--- config.mk ---
export PLATFORM = sky130hd
export DESIGN_NAME = rca_share_arbiter_flat
export DESIGN_NICKNAME = d
export VERILOG_FILES = /design/src/rtl/rca_share_arbiter_pkg.sv /design/src/rtl/rca_share_arbiter_if.sv /design/src/rtl/rca_share_arbiter_adder.sv /design/src/rtl/rca_share_arbiter_rr_pick.sv /design/src/rtl/rca_share_arbiter.sv /design/src/flat_wrapper.sv
export SDC_FILE = /design/constraint.sdc
export NUM_CORES = 1
export LEC_CHECK = 0
export BUFFER_PORTS_ARGS = -buffer_cell sky130_fd_sc_hd__buf_4
export CAP_MARGIN = 20
export CORE_UTILIZATION = 40
export DETAILED_ROUTE_END_ITERATION = 8
export HOLD_SLACK_MARGIN = 0.06
export PLACE_DENSITY = 0.75
export SLEW_MARGIN = 0
export SYNTH_ARGS = -nofsm -noshare
export SYNTH_HDL_FRONTEND = slang
export SYNTH_SLANG_ARGS = --single-unit
--- constraint.sdc ---
create_clock -name clk -period 7 [get_ports clk]
set_clock_uncertainty 0.15 [all_clocks]
set_input_delay 0.35 -clock clk [delete_from_list [all_inputs] [get_ports clk]]
set_output_delay 0.35 -clock clk [all_outputs]
set_load 0.005 [all_outputs]
--- src/rtl/rca_share_arbiter_pkg.sv ---
// Shared types and defaults for the round-robin adder-sharing arbiter.
package rca_arb_pkg;

  localparam int unsigned DEF_NREQ    = 4;
  localparam int unsigned DEF_W       = 16;
  localparam int unsigned DEF_ADD_LAT = 2;
  localparam int unsigned DEF_IDW     = 2;
  localparam int unsigned CNT_W       = 4;
  localparam int unsigned PERF_W      = 16;

  typedef enum logic [1:0] {
    IDLE,
    EXEC,
    RESP
  } state_t;

  typedef logic [DEF_W:0] sum_t;

endpackage

--- src/rtl/rca_share_arbiter_if.sv ---
// Request/response bundle between operand clients and the shared adder arbiter.
interface rca_share_arbiter_if #(
  parameter int unsigned NREQ = rca_arb_pkg::DEF_NREQ,
  parameter int unsigned W    = rca_arb_pkg::DEF_W,
  parameter int unsigned IDW  = rca_arb_pkg::DEF_IDW
);
  logic [NREQ-1:0]   req_valid;
  logic [NREQ-1:0]   req_ready;
  logic [NREQ*W-1:0] req_a;
  logic [NREQ*W-1:0] req_b;
  logic              rsp_valid;
  logic              rsp_ready;
  logic [W:0]        rsp_sum;
  logic [IDW-1:0]    rsp_id;

  modport master (
    output req_valid, req_a, req_b, rsp_ready,
    input  req_ready, rsp_valid, rsp_sum, rsp_id
  );

  modport slave (
    input  req_valid, req_a, req_b, rsp_ready,
    output req_ready, rsp_valid, rsp_sum, rsp_id
  );
endinterface

--- src/rtl/rca_share_arbiter_adder.sv ---
// W-bit ripple-carry adder; sum MSB is the carry-out.
module rca_adder #(
  parameter int unsigned W = 16
) (
  input  logic [W-1:0] a,
  input  logic [W-1:0] b,
  input  logic         cin,
  output logic [W:0]   sum
);

  logic [W:0] c;

  always_comb begin
    c    = '0;
    sum  = '0;
    c[0] = cin;
    for (int unsigned i = 0; i < W; i++) begin
      sum[i]  = a[i] ^ b[i] ^ c[i];
      c[i+1]  = (a[i] & b[i]) | (c[i] & (a[i] ^ b[i]));
    end
    sum[W] = c[W];
  end

endmodule

--- src/rtl/rca_share_arbiter_rr_pick.sv ---
// Combinational round-robin picker: first valid request at or after ptr, modulo NREQ.
module rca_rr_pick #(
  parameter int unsigned NREQ = 4,
  parameter int unsigned IDW  = 2
) (
  input  logic [NREQ-1:0] req,
  input  logic [IDW-1:0]  ptr,
  output logic [NREQ-1:0] gnt,
  output logic [IDW-1:0]  id,
  output logic            any
);

  int unsigned idx;

  always_comb begin
    gnt = '0;
    id  = '0;
    any = 1'b0;
    idx = 0;
    for (int unsigned k = 0; k < NREQ; k++) begin
      idx = 32'(ptr) + k;
      if (idx >= NREQ) idx = idx - NREQ;
      for (int unsigned j = 0; j < NREQ; j++) begin
        if (!any && (j == idx) && req[j]) begin
          any = 1'b1;
          id  = IDW'(j);
        end
      end
    end
    if (any) gnt = NREQ'(1) << id;
  end

endmodule

--- src/rtl/rca_share_arbiter.sv ---
// Round-robin arbiter sharing one multicycle ripple-carry adder among NREQ clients.
// Optional per-requester grant counters when RCA_ARB_PERF_EN is defined.
module rca_share_arbiter
  import rca_arb_pkg::*;
#(
  parameter int unsigned NREQ    = DEF_NREQ,
  parameter int unsigned W       = DEF_W,
  parameter int unsigned ADD_LAT = DEF_ADD_LAT,
  parameter int unsigned IDW     = DEF_IDW
) (
  input  logic                     clk,
  input  logic                     rst_n,
  rca_share_arbiter_if.slave       arb,
  output logic                     busy
`ifdef RCA_ARB_PERF_EN
  ,
  input  logic                     cnt_clr,
  output logic [NREQ*PERF_W-1:0]   grant_cnt
`endif
);

  state_t           state, state_n;
  logic [IDW-1:0]   rr_ptr, id_q, pick_id;
  logic [NREQ-1:0]  pick_gnt, ready;
  logic             pick_any;
  logic [W-1:0]     a_q, b_q;
  logic [CNT_W-1:0] cnt;
  logic [W:0]       sum;
  logic             accept, exec_done, rsp_hs;

  rca_rr_pick #(.NREQ(NREQ), .IDW(IDW)) u_pick (
    .req (arb.req_valid),
    .ptr (rr_ptr),
    .gnt (pick_gnt),
    .id  (pick_id),
    .any (pick_any)
  );

  // Adder only ever sees the held operand registers, so its output is stable while cnt runs down.
  rca_adder #(.W(W)) u_add (
    .a   (a_q),
    .b   (b_q),
    .cin (1'b0),
    .sum (sum)
  );

  always_ff @(posedge clk or negedge rst_n) begin
    if (!rst_n) state <= IDLE;
    else        state <= state_n;
  end

  always_comb begin
    state_n   = state;
    accept    = 1'b0;
    exec_done = 1'b0;
    rsp_hs    = 1'b0;
    ready     = '0;
    case (state)
      IDLE: begin
        if (pick_any) begin
          accept  = 1'b1;
          ready   = pick_gnt;
          state_n = EXEC;
        end
      end
      EXEC: begin
        if (cnt == '0) begin
          exec_done = 1'b1;
          state_n   = RESP;
        end
      end
      RESP: begin
        if (arb.rsp_ready) begin
          rsp_hs  = 1'b1;
          state_n = IDLE;
        end
      end
      default: state_n = IDLE;
    endcase
  end

  assign arb.req_ready = ready;
  assign busy          = (state != IDLE);

  always_ff @(posedge clk or negedge rst_n) begin
    if (!rst_n) begin
      a_q           <= '0;
      b_q           <= '0;
      id_q          <= '0;
      cnt           <= '0;
      rr_ptr        <= '0;
      arb.rsp_valid <= 1'b0;
      arb.rsp_sum   <= '0;
      arb.rsp_id    <= '0;
    end else begin
      if (accept) begin
        a_q  <= arb.req_a[pick_id*W +: W];
        b_q  <= arb.req_b[pick_id*W +: W];
        id_q <= pick_id;
        cnt  <= CNT_W'(ADD_LAT - 1);
      end else if ((state == EXEC) && !exec_done) begin
        cnt <= cnt - 1'b1;
      end
      if (exec_done) begin
        arb.rsp_sum   <= sum;
        arb.rsp_id    <= id_q;
        arb.rsp_valid <= 1'b1;
      end
      if (rsp_hs) begin
        arb.rsp_valid <= 1'b0;
        rr_ptr        <= (id_q == IDW'(NREQ - 1)) ? '0 : id_q + 1'b1;
      end
    end
  end

`ifdef RCA_ARB_PERF_EN
  for (genvar i = 0; i < NREQ; i++) begin : g_perf
    logic [PERF_W-1:0] gcnt;
    always_ff @(posedge clk or negedge rst_n) begin
      if (!rst_n)                       gcnt <= '0;
      else if (cnt_clr)                 gcnt <= '0;
      else if (ready[i] && gcnt != '1)  gcnt <= gcnt + 1'b1;
    end
    assign grant_cnt[i*PERF_W +: PERF_W] = gcnt;
  end
`endif

endmodule

--- src/flat_wrapper.sv ---
// flat-port wrapper written by rule: the top's interface ports become plain ports
module rca_share_arbiter_flat import rca_arb_pkg::*;
#(
  parameter int unsigned NREQ    = DEF_NREQ,
  parameter int unsigned W       = DEF_W,
  parameter int unsigned ADD_LAT = DEF_ADD_LAT,
  parameter int unsigned IDW     = DEF_IDW
)
  (clk, rst_n, busy, arb_req_valid, arb_req_a, arb_req_b, arb_rsp_ready, arb_req_ready, arb_rsp_valid, arb_rsp_sum, arb_rsp_id);
  rca_share_arbiter_if #(.NREQ(NREQ), .W(W), .IDW(IDW)) arb_i ();
  input  logic clk;
  input  logic rst_n;
  output logic busy;
  input wire logic [$bits(arb_i.req_valid)-1:0] arb_req_valid;
  input wire logic [$bits(arb_i.req_a)-1:0] arb_req_a;
  input wire logic [$bits(arb_i.req_b)-1:0] arb_req_b;
  input wire logic [$bits(arb_i.rsp_ready)-1:0] arb_rsp_ready;
  output wire logic [$bits(arb_i.req_ready)-1:0] arb_req_ready;
  output wire logic [$bits(arb_i.rsp_valid)-1:0] arb_rsp_valid;
  output wire logic [$bits(arb_i.rsp_sum)-1:0] arb_rsp_sum;
  output wire logic [$bits(arb_i.rsp_id)-1:0] arb_rsp_id;
  assign arb_i.req_valid = arb_req_valid;
  assign arb_i.req_a = arb_req_a;
  assign arb_i.req_b = arb_req_b;
  assign arb_i.rsp_ready = arb_rsp_ready;
  assign arb_req_ready = arb_i.req_ready;
  assign arb_rsp_valid = arb_i.rsp_valid;
  assign arb_rsp_sum = arb_i.rsp_sum;
  assign arb_rsp_id = arb_i.rsp_id;
  rca_share_arbiter #(.NREQ(NREQ), .W(W), .ADD_LAT(ADD_LAT), .IDW(IDW)) u_core (.clk(clk), .rst_n(rst_n), .arb(arb_i), .busy(busy));
endmodule
# After elaboration in Yosys (flattened, before gate mapping)
# Index checks and enable logic that the tools add are counted.
# W data, S select, Z words.
classes:
  addsub: 9
  order_cmp: 4
  n_eq_ne: 18
  shift: 3
  muxes: 52
  bitwise: 77
  n_reduce_logical: 58
ops:
  columns: ["op", "n"]
  rows:
  - ["$eq A2 B32 Y1 const A", 8]
  - ["$eq A1 B32 Y1 const A", 4]
  - ["$logic_not A32 Y1", 4]
  - ["$mux W32", 4]
  - ["$shiftx A64 B7 Y16", 2]
  - ["$mux W2", 18]
  - ["$logic_and A1 B1 Y1", 32]
  - ["$and A1 B1 Y1", 31]
  - ["$xor A1 B1 Y1", 31]
  - ["$mux W1", 25]
  - ["$logic_not A1 Y1", 16]
  - ["$mux W4", 4]
  - ["$or A1 B1 Y1", 15]
  - ["$sub A3 B3 Y4 const B", 3]
  - ["$ge A3 B3 Y1 const B", 3]
  - ["$add A2 B2 Y3 const B", 2]
  - ["$pmux W2 S3", 1]
  - ["$reduce_bool A2 Y1", 3]
  - ["$eq A2 B2 Y1 const B", 2]
  - ["$logic_not A4 Y1", 1]
  - ["$ne A2 B1 Y1 const B", 2]
  - ["$shl A1 B2 Y4 const A", 1]
  - ["$sub A2 B3 Y4 const B", 1]
  - ["$sub A4 B1 Y4 const B", 1]
  - ["other kinds (7)", 7]
totals:
  reg_bits: 62
  elab_cells: 230

# Longest topological paths before layout
# Gate-level depths: netlist (run 1).
depth:
  word_depth: 68
  ltp_mapped: 20

# By module
# Synthesis (run 1) repeated with hierarchy kept, for this count alone.
hier_totals:
  hier_cells: 332
  hier_area_um2: 3956.3
by_module_without_submodules:
  columns: ["module", "instances", "cells_each", "area_per_inst_um2", "seq_area_each_um2"]
  rows:
  - ["rca_share_arbiter", 1, 277, 3402.0, 1551.5]
  - ["rca_adder", 1, 26, 357.8, 0.0]
  - ["rca_rr_pick", 1, 29, 196.4, 0.0]

# Worst setup path before layout (run 1)
# OpenSTA, ideal clock, no wires.
synth_timing:
  path_type: "register to register"
  startpoint: "register u_core.b_q[0]"
  endpoint: "register u_core.arb.rsp_sum[15]"
  setup_time_ns: 0.083
  arrival_time_ns: 6.281
  path_slack_ns: 0.486
  stages_incl_launch_ff: 21
  path_buffers: 0
  period_less_slack_ns: 6.514
  path_cell_list: "dfrtp_1 -> ha_1 -> inv_1 -> fa_1 -> inv_1 -> fa_1 -> fa_1 -> fa_1 -> fa_1 -> fa_1 -> fa_1 -> fa_1 -> fa_1 -> fa_1 -> fa_1 -> fa_1 -> fa_1 -> fa_1 -> inv_1 -> fa_1 -> o21ai_0"
synth_via:
  elab_chain_len: 30
synth_lines:
  columns: ["element", "line_no", "text"]
  rows:
  - ["from (decl)", "rca_share_arbiter.sv:26", "logic [W-1:0] a_q, b_q;"]
  - ["from (signal assigned)", "rca_share_arbiter.sv:98", "b_q <= arb.req_b[pick_id*W +: W];"]
  - ["$and A1 B1 Y1 (2 in series)", "rca_share_arbiter_adder.sv:19", "c[i+1] = (a[i] & b[i]) | (c[i] & (a[i] ^ b[i]));"]
  - ["$or A1 B1 Y1", "rca_share_arbiter_adder.sv:19", null]
  - ["$and A1 B1 Y1", "rca_share_arbiter_adder.sv:19", null]
  - ["$or A1 B1 Y1", "rca_share_arbiter_adder.sv:19", null]
  - ["$and A1 B1 Y1", "rca_share_arbiter_adder.sv:19", null]
  - ["$or A1 B1 Y1", "rca_share_arbiter_adder.sv:19", null]
  - ["$and A1 B1 Y1", "rca_share_arbiter_adder.sv:19", null]
  - ["$or A1 B1 Y1", "rca_share_arbiter_adder.sv:19", null]
  - ["[... 13 more ...]", null, null]
  - ["$or A1 B1 Y1", "rca_share_arbiter_adder.sv:19", null]
  - ["$and A1 B1 Y1", "rca_share_arbiter_adder.sv:19", null]
  - ["$or A1 B1 Y1", "rca_share_arbiter_adder.sv:19", null]
  - ["$and A1 B1 Y1", "rca_share_arbiter_adder.sv:19", null]
  - ["$or A1 B1 Y1", "rca_share_arbiter_adder.sv:19", null]
  - ["$and A1 B1 Y1", "rca_share_arbiter_adder.sv:19", null]
  - ["$or A1 B1 Y1", "rca_share_arbiter_adder.sv:19", null]
  - ["$xor A1 B1 Y1", "rca_share_arbiter_adder.sv:18", "sum[i] = a[i] ^ b[i] ^ c[i];"]
  - ["to (signal assigned)", "rca_share_arbiter.sv:105", "arb.rsp_sum <= sum;"]
  - ["to (decl)", "rca_share_arbiter_if.sv:23", "output req_ready, rsp_valid, rsp_sum, rsp_id"]
# No other way between the ends.
# A chain may end at the register's enable or synchronous reset.

# Worst setup path after layout (run 1)
# Ends and elaborated chain as after synthesis.

==> summary.md, run 1 <==
| Metric | Value |
|---|---|
| Outcome | `finished clean` |
| Cell Chain, Critical Path | `ha_1, inv_1, fa_1, inv_1, fa_1, fa_1, fa_1, fa_1, fa_1, fa_1, fa_1, fa_1, fa_1, fa_2, fa_2, fa_2, fa_1, inv_1, fa_1, o21ai_1` |
| PD cells | `377 nW/um^2` |
| Design Area, Final | `5080 um^2` |
| Final Max Tran Viols | `0` |
| Setup violators final | `0` |
| Die Ht | `97.4 um` |
| DP HPWL | `6.67 mm` |
| Final net count | `625` |
| First-pass GRT wire length | `15.0 mm` |
| CP max stage delay | `0.41 ns` |
| Final GP Congestion | `0.749` |
| Drt wl/cell | `15.1 um` |
| Post-CTS setup buffer count | `0` |
| Syn_area_per_cell | `11.6 um^2` |
| Rows | `34` |
| Yosys top cell area share | `42.6%` |
| Slew at the pin with the worst max-slew slack | `0.773 ns` |
| Syn Inst Count | `315` |
| N_diodes | `0` |
| Routed vias/inst | `5.17` |
| Maxcap violations | `0` |
| Slowest-stage cell, CP | `fa_1` |
| Chip width | `97.4 um` |
| Count leader, synth | `mux2i_1` |
| Setup Crit Path Kind | `flip-flop to flip-flop` |
| Sequential area share after synthesis | `42.6%` |
| EDFF count, synth | `0` |
| Latest clock arrival within the worst-skew pair | `0.33 ns` |
| Fin crit share | `95.6%` |
| Area of the core | `8760 um^2` |
| DRT Pass-1 Iters | `4` |
| IO buf count | `159` |
| Initial Util | `41.6%` |
| Die Footprint | `9490 um^2` |
| Critical path startpoint category | `flip-flop` |
| DP Area | `4870 um^2` |
| Area Growth Syn to Fin | `39.6%` |
| RSZ-0062 raised after global routing | `false` |
| Crit. End Element | `flip-flop` |
| Leak | `2.52 nW` |
| Worst path most repeated cell | `fa_1` |
| Initial drt markers | `83` |
| Initial antenna violation count | `0` |
| Ranking of synthesized cells by area | `dfrtp_1, mux2i_1, fa_1` |
| Post-synth top cells | `mux2i_1, dfrtp_1, nand2_1, o221ai_1, fa_1` |
| Worst VDD drop | `0.186 mV` |
| Syn Nets | `469` |
| Async set or reset register ratio after synthesis | `100%` |
| CTS max path bufs | `2` |
| Post-synth top area cell | `dfrtp_1` |
| F_max | `149 MHz` |
| TritonCTS clock tree | `done` |
| Hold WC Path Type | `primary input to flip-flop` |
| Fin. Hold Viols | `0` |
| Post-route antenna net violation count | `0` |
| Pin count of the biggest net entering global routing | `63` |
| Clock slew at reported path FFs | `0.06 ns` |
| Required time worst endpoint | `7.09 ns` |
| Crit path time final | `6.70 ns` |
| Final Total Pwr | `1.92 mW` |
| Gr usage total | `19.7%` |
| Data arrival, critical path | `6.79 ns` |
| Top FF cell, synth | `dfrtp_1` |
| Remaining Overflow, GRT | `0` |
| Share of layout cells above drive strength 1 | `40.3%` |
| Root Buffer | `clkbuf_8` |
| DR vias | `3,008` |
| CTS Sinks | `62` |
| Number of remaining DRC errors | `0` |
| Rel. slew slack | `48.5%` |
| Synth Cell Area | `3640 um^2` |
| TritonCTS Buffers | `9` |
| Ports | `160` |
| H-tree depth | `3` |
| TNS Setup | `0 ns` |
| Netlist cell types | `37` |
| Worst-path fanout max | `2` |
| Flops & latches, synth | `62` |
| Number of global-route vias before repair | `3,218` |
| Total of warnings raised by yosys | `0` |
| WL final | `8.78 mm` |
==> cells in the final DEF, fill, tap and decap left out, drive strengths merged, types with 2 or more instances in the layout <==
master    n
buf     165
mux2i    66
dfrtp    62
nand2    45
o221ai   32
mux2     17
fa       15
inv      12
clkbuf   12
nor2     10
o21ai     7
nand3     4
ha        4
nor2b     2
xor2      2
clkinv    2
a21boi    2
==> power by group <==
group | internal, mW | switching, mW | leakage (nW)
Clock | 0.133 | 0.130 | 0.0821
Combinational | 0.504 | 0.474 | 1.67
Sequential | 0.538 | 0.139 | 0.761
Total | 1.17 | 0.742 | 2.52
==> layer usage <==
metal / vias to the layer above / part of all wire, % / track usage (%)
met5: - / 0 / 0
met4: 0 / 1.6 / 7.35
met3: 14 / 5.6 / 3.96
met2: 107 / 50 / 33.8
met1: 1437 / 43 / 24.4
li1: 1450 / - / -
==> through the flow <==
| step | instances | worst slack [ns] | utilization, % | hold slack [ns] |
|---|---|---|---|---|
| floorplan | 315 | 0.486 | - | -0.0956 |
| global placement | 565 | 0.193 | 55.6 | 0.316 |
| detailed placement | 565 | 0.0881 | 55.6 | 0.330 |
| CTS | 580 | 0.0466 | 57.5 | 0.0862 |
| global route | 582 | 0.00551 | 58.0 | 0.0920 |
| finish | 582 | 0.305 | 58.0 | 0.0914 |
==> sequential cells by signal, indices dropped and copies added, names as in the netlist <==
| register | count |
|---|---|
| u_core.arb.rsp_sum | 17 |
| u_core.rr_ptr | 2 |
| u_core.id_q | 2 |
| u_core.arb.rsp_id | 2 |
| u_core.cnt | 4 |
| u_core.a_q | 16 |
| u_core.b_q | 16 |
| u_core.arb.rsp_valid | 1 |
| u_core.state | 2 |
==> path summary, 6_finish.rpt <==
kind	startpoint	to	slack (ns)	cells past startpoint
min in group asynchronous	rst_n	u_core.rr_ptr[1]	0.49	2
setup / recovery	u_core.b_q[0]	u_core.arb.rsp_sum[15]	0.30	20
setup reg to reg	u_core.b_q[0]	u_core.arb.rsp_sum[15]	0.30	20
hold / removal	arb_rsp_ready	u_core.state[1]	0.09	2
hold reg to reg	u_core.arb.rsp_valid	u_core.arb.rsp_valid	0.34	2
max in group asynchronous	rst_n	u_core.a_q[0]	5.70	2
==> final cells by class <==
cell class / instances / area [um^2]
Multi-Input combinational cell: 220 / 1920
Tap cell: 108 / 135
Fill cell: 752 / 3680
Sequential cell: 62 / 1550
Inverter: 12 / 45.0
Clock buffer: 12 / 145
Timing Repair Buffer: 166 / 1280
Clock inverter: 2 / 10.0
==> timing repair <==
action,in CTS,in global routing
gates resized for setup,0,4
endpoints found under the hold margin,62,0
setup endpoints to repair,0,1
hold buffers,1,0
==> worst max-delay path: cells and delay by family (launching register included) <==
kind / cells / cell delay [ns]
buffers and inverters: 3 / 0.20
adder cells (fa/ha/maj): 16 / 5.74
flip-flops: 1 / 0.39
AO/OA/AOI/OAI: 1 / 0.13
==> cell families (layout without fill, tap and decap cells) <==
kind of cell | count (synthesis) | after routing | synth area share, %
mux | 83 | 83 | 23.4
buf+inv | 33 | 192 | 4.88
compound gates | 48 | 48 | 11.1
xor+xnor | 3 | 3 | 0.721
simple gates | 67 | 67 | 7.73
fa+ha+maj | 19 | 19 | 9.62
flops | 62 | 62 | 42.6
Note: power is estimated with default switching activity, not from simulation.
==> run 2: changes to the inputs <==
- CTS_CLUSTER_DIAMETER: default -> 120
- PLACE_DENSITY: 0.75 -> 0.72
- clock period: 7 -> 6.79 ns (I/O delays scaled with it)
==> run 2 against run 1 <==
Clock power up 38%. Worst setup slack lost 0.064 ns. Sequential share of layout area fell by 0.44 points. Critical path type unchanged. Routed wire length up 2.3%. Register-to-register slack lost 0.06 ns. Total power grew 8.0%. Clock-buffer cell count is 1 lower. First-iteration DRC count shrank 28%. Via count shrank 1.2%. Flip-flop and latch count unchanged. Sequential power is 3.2% higher. Non-clock buffer count up 1.
==> summary.md, run 2 (synthesis results as in run 1) <==
| Metric | Value |
|---|---|
| H-tree depth | `3 (unchanged)` |
| F_max | `153 MHz (+2.2%)` |
| Chip width | `97.4 um (unchanged)` |
| DR vias | `2,972 (-1.2%)` |
| Final Core Density | `58.9% (+0.84 points)` |
| Cell Count, Final, Fillers Out | `584 (+0.34%)` |
| Crit. End Element | `flip-flop` |
| Gr usage total | `19.8% (+0.16 points)` |
| Most common cell after layout, fill and taps aside | `buf_4` |
| DRT met1 WL | `3.81 mm (+1.8%)` |
| Max FFs per register | `17 (unchanged)` |
| Final GP Congestion | `0.781 (+4.2%)` |
| Area Growth Syn to Fin | `41.6%` |
| DP HPWL | `6.71 mm (+0.58%)` |
| TritonCTS clock tree | `done` |
| Crit path time final | `6.55 ns (-0.146 ns)` |
| Drt wl/cell | `15.4 um (+2.0%)` |
| Clock slew at reported path FFs | `0.07 ns (about the same)` |
| Rows | `34 (unchanged)` |
| Data arrival, critical path | `6.64 ns (-0.15 ns)` |
| Top flop regs | `u_core.arb.rsp_sum (17), u_core.a_q (16), u_core.b_q (16)` |
| Maxcap violations | `0 (unchanged)` |
| Pin count of the biggest net entering global routing | `63 (unchanged)` |
| Initial antenna violation count | `0 (unchanged)` |
| Share of layout cells above drive strength 1 | `41.6% (+1.3 points)` |
| Required time worst endpoint | `6.88 ns (-0.21 ns)` |
| CTS max path bufs | `2 (unchanged)` |
| Latest clock arrival within the worst-skew pair | `0.33 ns (about the same)` |
| Setup slack after layout | `0.241 ns (-0.0639 ns)` |
| CTS Sinks | `62 (unchanged)` |
| Slew at the pin with the worst max-slew slack | `0.776 ns (+0.00366 ns)` |
| TritonCTS Buffers | `9 (unchanged)` |
| First-pass GRT wire length | `15.1 mm (+1.1%)` |
| Root Buffer | `clkbuf_8` |
| Fin crit share | `96.5% (+0.81 points)` |
| N_diodes | `0 (unchanged)` |
| Met3 routed wirelength | `580 um (+18%)` |
| Die Footprint | `9490 um^2 (unchanged)` |
| Final Max Tran Viols | `0 (unchanged)` |
| Remaining Overflow, GRT | `0 (unchanged)` |
| Worst-path fanout max | `2 (unchanged)` |
| Die Ht | `97.4 um (unchanged)` |
| Fin. Hold Viols | `0 (unchanged)` |
| Placement-stage worst setup slack | `-0.184 ns (-0.272 ns)` |
| Design Area, Final | `5160 um^2 (+1.5%)` |
| DP Area | `4870 um^2 (unchanged)` |
| Outcome | `finished clean` |
| WL final | `8.99 mm (+2.3%)` |
| Number of global-route vias before repair | `3,162 (-1.7%)` |
| Worst VDD drop | `0.165 mV (-12%)` |
| Final net count | `626 (+0.16%)` |
| Setup Crit Path Kind | `flip-flop to flip-flop` |
| Leak | `2.54 nW (+1.0%)` |
| Routed vias/inst | `5.09 (-1.5%)` |
| Ports | `160 (unchanged)` |
| Initial drt markers | `60 (-28%)` |
| Critical path startpoint category | `flip-flop` |
| IO buf count | `159 (unchanged)` |
| Initial Util | `41.6% (unchanged)` |
| Hold WC Path Type | `primary input to flip-flop` |
| Setup violators final | `0 (unchanged)` |
| DRT Pass-1 Iters | `4 (unchanged)` |
| Placed Instances | `565 (unchanged)` |
| Most frequent cells in the layout | `buf_4, mux2i_1, dfrtp_1` |
| Routed met2 length | `4.45 mm (+1.2%)` |
| Largest register by flop count | `u_core.arb.rsp_sum` |
| Top sig layer | `met4` |
| PD cells | `401 nW/um^2 (+6.5%)` |
| RSZ-0062 raised after global routing | `false` |
| Rel. slew slack | `48.2% (-0.24 points)` |
| Post-CTS setup buffer count | `0 (unchanged)` |
| Number of remaining DRC errors | `0 (unchanged)` |
| Post-route antenna net violation count | `0 (unchanged)` |
| Area of the core | `8760 um^2 (unchanged)` |
## run 2: layer usage
layer	vias to the layer above	track usage (%)
met1	1390	26.2
met2	107	32.2
li1	1460	-
met5	-	0
met4	0	6.67
met3	15	4.53
## run 2: path summary, 6_finish.rpt
path	startpoint	cells past startpoint	end	slack [ns]
min in group asynchronous	rst_n	2	u_core.arb.rsp_valid	0.48
max	u_core.b_q[0]	20	u_core.arb.rsp_sum[15]	0.24
min	arb_req_a[35]	3	u_core.a_q[3]	0.18
max in group asynchronous	rst_n	2	u_core.b_q[8]	5.50
min reg2reg	u_core.arb.rsp_sum[1]	2	u_core.arb.rsp_sum[1]	0.33
max reg2reg	u_core.b_q[0]	20	u_core.arb.rsp_sum[15]	0.24
## run 2: final cells by class
class,instances,area (um^2)
sequential,62,1550
timing repair buffer,167,1270
fill,756,3600
clock buffer,11,151
tap,108,135
clock inverter,4,70.1
multi-input combinational,220,1930
inverter,12,45.0
## run 2: worst max-delay path, cell delays in order, from the launching register on
cell     delay, ns
dfrtp_1       0.38
ha_1          0.19
inv_1         0.06
fa_1          0.16
inv_1         0.06
fa_1          0.39
fa_1          0.39
fa_2          0.37
fa_2          0.35
fa_2          0.34
fa_1          0.38
fa_1          0.39
fa_1          0.40
fa_2          0.36
fa_2          0.36
fa_2          0.35
fa_2          0.36
fa_1          0.37
inv_1         0.07
fa_1          0.40
o21ai_1       0.15
## run 2: per-stage QoR
stage	setup TNS, ns	total power [mW]	hold WS [ns]
after global placement	-0.0245	1.66	0.312
after floorplan	0	1.35	-0.106
after CTS	0	2.08	0.167
final	0	2.07	0.177
after global routing	0	2.26	0.180
after detailed placement	-0.184	1.70	0.317
## run 2: what timing repair did
action | in CTS | in global routing
gates resized for setup | 4 | 4
endpoints found under the hold margin | 63 | 0
setup endpoints to repair | 1 | 1
hold buffers | 2 | 0
gates cloned | 0 | 0
pin swaps | 0 | 0
## run 2: power breakdown
group / leakage [nW] / internal, mW / switching, mW / total [mW]
Sequential: 0.761 / 0.555 / 0.145 / 0.699
Combinational: 1.67 / 0.517 / 0.491 / 1.01
Clock: 0.115 / 0.223 / 0.139 / 0.363
Total: 2.54 / 1.30 / 0.775 / 2.07
